**src/rtl/if_fetch.sv**
```systemverilog
// ---------------------------------------------------------------------------
// if_fetch -- instruction fetch stage
//
// Issues word-aligned reads to instruction memory, buffers up to two returned
// words in a small FIFO while decode is stalled, and presents one instruction
// per cycle to decode through a registered output. A redirect from decode
// flushes everything in flight and restarts fetch at the branch target. A read
// that is still outstanding when a redirect arrives is allowed to finish, and
// its data is then dropped.
//
// Ports
//   clk               rising-edge clock
//   rst               synchronous, active-high reset
//   stall_i           decode holding; output register frozen
//   branch_flag_i     redirect request (ignored while stall_i=1)
//   branch_address_i  redirect target
//   mem_req_o         instruction memory read request
//   mem_addr_o        word-aligned fetch address
//   mem_ack_i         read complete; mem_rdata_i valid this cycle
//   mem_rdata_i       fetched instruction word
//   pc_o              PC of inst_o
//   inst_o            instruction to decode (NOP_INST when a bubble)
//   inst_valid_o      inst_o is a real fetched instruction
// ---------------------------------------------------------------------------
module if_fetch #(
    parameter logic [31:0] RESET_PC = 32'h0000_0000,
    parameter logic [31:0] NOP_INST = 32'h0000_0013
) (
    input  logic        clk,
    input  logic        rst,
    input  logic        stall_i,
    input  logic        branch_flag_i,
    input  logic [31:0] branch_address_i,
    output logic        mem_req_o,
    output logic [31:0] mem_addr_o,
    input  logic        mem_ack_i,
    input  logic [31:0] mem_rdata_i,
    output logic [31:0] pc_o,
    output logic [31:0] inst_o,
    output logic        inst_valid_o
);

    typedef enum logic [1:0] {
        IDLE,
        REQ,
        KILL
    } state_t;

    state_t      state_q;
    logic [31:0] fetch_pc_q;
    logic [31:0] kill_addr_q;      // address of the abandoned read in KILL
    logic [31:0] fifo_pc_q   [2];
    logic [31:0] fifo_inst_q [2];
    logic [1:0]  count_q;
    logic [31:0] pc_q;
    logic [31:0] inst_q;
    logic        valid_q;

    logic        redirect;
    logic        accept;
    logic [31:0] target_aligned;

    assign redirect       = branch_flag_i & ~stall_i;
    assign target_aligned = {branch_address_i[31:2], 2'b00};

    // The request depends only on registered state, so it cannot change until
    // an ack arrives: without an ack nothing is pushed, so count_q never grows,
    // and a redirect moves the pending address into kill_addr_q.
    assign mem_req_o  = ((state_q == REQ) && (count_q != 2'd2)) || (state_q == KILL);
    assign mem_addr_o = (state_q == KILL) ? kill_addr_q : {fetch_pc_q[31:2], 2'b00};

    // A word is kept only for a live request in REQ with no redirect that cycle.
    assign accept = (state_q == REQ) && mem_req_o && mem_ack_i && !redirect;

    assign pc_o         = pc_q;
    assign inst_o       = inst_q;
    assign inst_valid_o = valid_q;

    // NOTE: all state updates use non-blocking assignments so every register
    // samples the pre-edge values; blocking here would create ordering races.
    always_ff @(posedge clk) begin
        if (rst) begin
            state_q    <= IDLE;
            fetch_pc_q <= RESET_PC;
            count_q    <= 2'd0;
            pc_q       <= 32'h0000_0000;
            inst_q     <= NOP_INST;
            valid_q    <= 1'b0;
        end else begin
            // Control FSM
            case (state_q)
                IDLE: state_q <= REQ;
                REQ: begin
                    if (redirect && mem_req_o && !mem_ack_i) begin
                        state_q     <= KILL;
                        kill_addr_q <= mem_addr_o;
                    end
                end
                KILL: begin
                    if (mem_ack_i) state_q <= REQ;
                end
                default: state_q <= IDLE;
            endcase

            // Fetch address
            if (redirect) begin
                fetch_pc_q <= target_aligned;
            end else if (accept) begin
                fetch_pc_q <= fetch_pc_q + 32'd4;
            end

            // Output register and FIFO.
            // NOTE: the FIFO storage is not reset; count_q alone decides which
            // entries are meaningful, so stale contents are never observed.
            if (redirect) begin
                count_q <= 2'd0;
                pc_q    <= branch_address_i;
                inst_q  <= NOP_INST;
                valid_q <= 1'b0;
            end else if (!stall_i) begin
                if (count_q != 2'd0) begin
                    pc_q    <= fifo_pc_q[0];
                    inst_q  <= fifo_inst_q[0];
                    valid_q <= 1'b1;
                    if (count_q == 2'd1) begin
                        if (accept) begin
                            fifo_pc_q[0]   <= fetch_pc_q;
                            fifo_inst_q[0] <= mem_rdata_i;
                        end else begin
                            count_q <= 2'd0;
                        end
                    end else begin
                        fifo_pc_q[0]   <= fifo_pc_q[1];
                        fifo_inst_q[0] <= fifo_inst_q[1];
                        if (accept) begin
                            fifo_pc_q[1]   <= fetch_pc_q;
                            fifo_inst_q[1] <= mem_rdata_i;
                        end else begin
                            count_q <= 2'd1;
                        end
                    end
                end else if (accept) begin
                    // Bypass: empty FIFO, word goes straight to decode.
                    pc_q    <= fetch_pc_q;
                    inst_q  <= mem_rdata_i;
                    valid_q <= 1'b1;
                end else begin
                    inst_q  <= NOP_INST;
                    valid_q <= 1'b0;
                end
            end else if (accept) begin
                // Stalled: requests only issue with space, so count_q < 2 here.
                fifo_pc_q[count_q[0]]   <= fetch_pc_q;
                fifo_inst_q[count_q[0]] <= mem_rdata_i;
                count_q                 <= count_q + 2'd1;
            end
        end
    end

endmodule

```
**config.mk**
```make
export PLATFORM = sky130hd
export DESIGN_NAME = if_fetch
export DESIGN_NICKNAME = d
export VERILOG_FILES = /design/src/rtl/if_fetch.sv
export SDC_FILE = /design/constraint.sdc
export NUM_CORES = 1
export LEC_CHECK = 0
export CAP_MARGIN = 20
export CORE_MARGIN = 10
export CORE_UTILIZATION = 45
export DETAILED_ROUTE_END_ITERATION = 12
export PLACE_DENSITY = 0.69
export SLEW_MARGIN = 20
export SYNTH_ARGS = -nofsm -noshare
export SYNTH_HDL_FRONTEND = slang
export SYNTH_SLANG_ARGS = --single-unit
```
**constraint.sdc**
```tcl
create_clock -name clk -period 14.2 [get_ports clk]
set_clock_uncertainty 0.2 [all_clocks]
set_input_delay 2.13 -clock clk [delete_from_list [all_inputs] [get_ports clk]]
set_output_delay 2.13 -clock clk [all_outputs]
set_load 0.05 [all_outputs]
```
==> summary.md <==
| Metric | Value |
|---|---|
| Top cell type's share of synthesized area | 43.9% |
| CP cell instances | buf_2 -> buf_4 -> nand2b_4 -> nand2_1 -> nor4_4 -> a31oi_1 -> nor2_4 -> buf_4 |
| Post-route minimum period | 5.52 ns |
| Worst-margin pin slew | 1.04 ns |
| # diodes | 0 |
| Hold path startpoint | pc_o[29] |
| Gr usage total | 16.9% |
| Post-synth EDFFs | 156 |
| Grt total ovfl | 0 |
| CP endpoint kind | flip-flop |
| CP max-delay cell | nand2b_4 |
| CTS Buffer Depth | 3 |
| Nets@finish | 1068 |
| WL/cell | 20.0 um |
| H-tree Lvls | 1 |
| Share of cells above drive strength 1 | 14.3% |
| Core region area | 23400 um2 |
| Worst hold path depth | 2 |
| Largest net degree at the start of global routing | 91 |
| Die area | 30300 um2 |
| WHS Endpoint | pc_o[29] |
| Post-Syn Nets | 928 |
| Num CTS Buffers | 27 |
| Final Wtd Congestion | 0.795 |
| Worst setup path class | input port to flip-flop |
| Total Neg Setup Slack | 0 ns |
| Most used flip-flop cell after synthesis | edfxtp_1 |
| Crit path buf inv count | 3 |
| Yosys warnings | 0 |
| Hold Path Class | flip-flop to flip-flop |
| Post-route DRC | 0 |
| Total power | 0.00180 W |
| Worst Path Arrival | 5.49 ns |
| Slew headroom | 30.4% |
| # IOs | 167 |
| Peak VDD IR | 0.0961 mV |
| Cell family contributing the most delay on the critical path | simple AND/OR/NAND/NOR gates |
| Cts repair resizes | 0 |
| Yosys reg bits | 255 |
| Area growth syn-to-layout | 27.0% |
| Die Wd | 174 um |
| Initial DRC Count | 594 |
| Antenna Nets Post-Route | 0 |
| Initial antenna violation count | 0 |
| Vias in the first global route | 7280 |
| Fmax | 181 MHz |
| WP depth | 8 |
| Final wirelength | 26800 um |
| Top cells by area, synth | edfxtp_1, dfxtp_1, mux2_2 |
| Post-DP HPWL | 16700 um |
| Final Hold Viols | 0 |
| Mapped Area | 10700 um2 |
| LEAKAGE | 4.66 nW |
| Maxcap violations | 0 |
| Reg2reg setup slack | 10.70 ns |
| Standard-cell rows | 56 |
| Setup violations, final | 0 |
| Critical R2R Capture | fifo_pc_q[0][31] |
| Starting Density | 45.6% |
| RSZ-0062 raised after global routing | no |
| Worst-path clk slew | 0.06 ns |
| Seq/Total Area, Yosys | 62.5% |
| Crit-path max cell delay | 0.87 ns |
| Root Buffer | clkbuf_16 |
| Max-slew violations | 0 |
| Post-CTS Setup Repair Bufs | 0 |
| Vias | 7455 |
| Pre-Repair DR Iteration Count | 5 |
| Async set or reset register ratio after synthesis | 0% |
| Syn Area/Cell | 12.5 um2 |
| Die height | 174 um |
| R2R Path Start | count_q[0] |
| Critical path fanouts, max | 90 |
| Count leader, synth | edfxtp_1 |
| Placed cell areas | 12600 um2 |
| Outcome | finished, final reports clean |
| Yosys top cell by area | edfxtp_1 |
| Crit path required time | 14.17 ns |
| TritonCTS clock tree | yes |
| Clock Latency Late Sink | 0.53 ns |
| Via density | 5.58 |
| # port buffers | 166 |
| Final instance area | 13500 um2 |
| Post-Syn Instances | 855 |
| R2R depth | 7 |
| Pwr dens | 133 nW/um2 |
| Top cells by count, synth | edfxtp_1, dfxtp_1, mux2_2, nand2_1, clkbuf_1 |
| First-pass GRT wire length | 42300 um |
| Post-synth cell types | 44 |
| Worst setup SP type | input port |
| Clk sink count | 255 |
| Final Cycle Share | 38.9% |
| Most used cell, CP | buf_4 |
| # hold bufs at CTS | 0 |
==> layer usage <==
metal	track usage [%]	vias up	part of all wire (%)
li1	-	3512	-
met1	24.1	3668	48
met2	25.2	245	44
met3	4.68	30	7.3
met4	3.46	0	1.4
met5	0	-	0
==> worst min-delay path: cells and delay by family (launching register included) <==
kind             cells  cell delay [ns]
AND/OR/NAND/NOR      1             0.05
AO/OA/AOI/OAI        1             0.05
flip-flops           1             0.30
==> kinds of logic after synthesis <==
family,after synthesis,synth area share (%)
flops,255,62.5
simple gates,230,10.7
compound gates,159,10.7
mux,109,11.1
buf+inv,78,2.84
xor+xnor,20,1.64
fa+ha+maj,4,0.469
==> worst max path at each step <==
| stage | from | endpoint |
|---|---|---|
| detailed placement | stall_i | fifo_pc_q[1][6] |
| finish | stall_i | fifo_pc_q[1][5] |
| global placement | stall_i | fifo_pc_q[1][7] |
| CTS | stall_i | fifo_pc_q[1][5] |
| floorplan | stall_i | kill_addr_q[0] |
| global route | stall_i | fifo_pc_q[1][5] |
==> per-stage QoR <==
stage	util (%)	hold WS [ns]	instances	setup slack, ns
finish	57.9	0.253	1335	8.68
global route	57.9	0.273	1335	8.41
CTS	57.8	0.257	1334	8.63
detailed placement	53.8	0.248	1284	8.07
global placement	53.8	0.243	1284	8.16
floorplan	-	0.203	855	7.66
==> flip-flops by register name (all words and copies together) (netlist names) <==
name / count
count_q: 2
fifo_pc_q: 60
fifo_inst_q: 64
pc_o: 32
inst_o: 32
kill_addr_q: 32
fetch_pc_q: 30
state_q: 2
inst_valid_o: 1
==> cell type report <==
class	count	area [um2]
sequential	255	6670
multi-input combinational	522	3760
clock buffer	42	802
clock inverter	8	123
timing repair buffer	178	1750
inverter	11	41.3
fill	1954	9860
tap	319	399
==> cell usage in the layout, fill, tap and decap left out, types with 4 or more instances in the layout <==
cell,Yosys,layout
a211oi_1,18,18
mux2i_1,31,31
a211o_1,30,30
o21ai_0,21,21
inv_1,11,10
a21oi_1,34,34
or3_1,8,8
a221oi_1,30,30
nor2b_1,31,30
clkdlybuf4s50_1,0,164
o22ai_1,4,4
clkbuf_1,52,8
nor2_1,45,43
nand2_1,61,61
mux2_2,78,78
a311oi_1,9,9
edfxtp_1,156,156
buf_4,0,11
dfxtp_1,99,99
nor3_1,41,40
nor4_1,8,7
clkbuf_8,0,7
xnor2_1,17,17
nand4_1,8,8
nand3_1,9,9
clkbuf_16,0,27
and4_1,5,5
==> power by group <==
part           switching (W)  internal [W]  total, W
registers          0.0000207      0.000814  0.000835
clock network       0.000286      0.000442  0.000729
logic               0.000144     0.0000904  0.000234
Note: power is estimated with default switching activity, not from simulation.
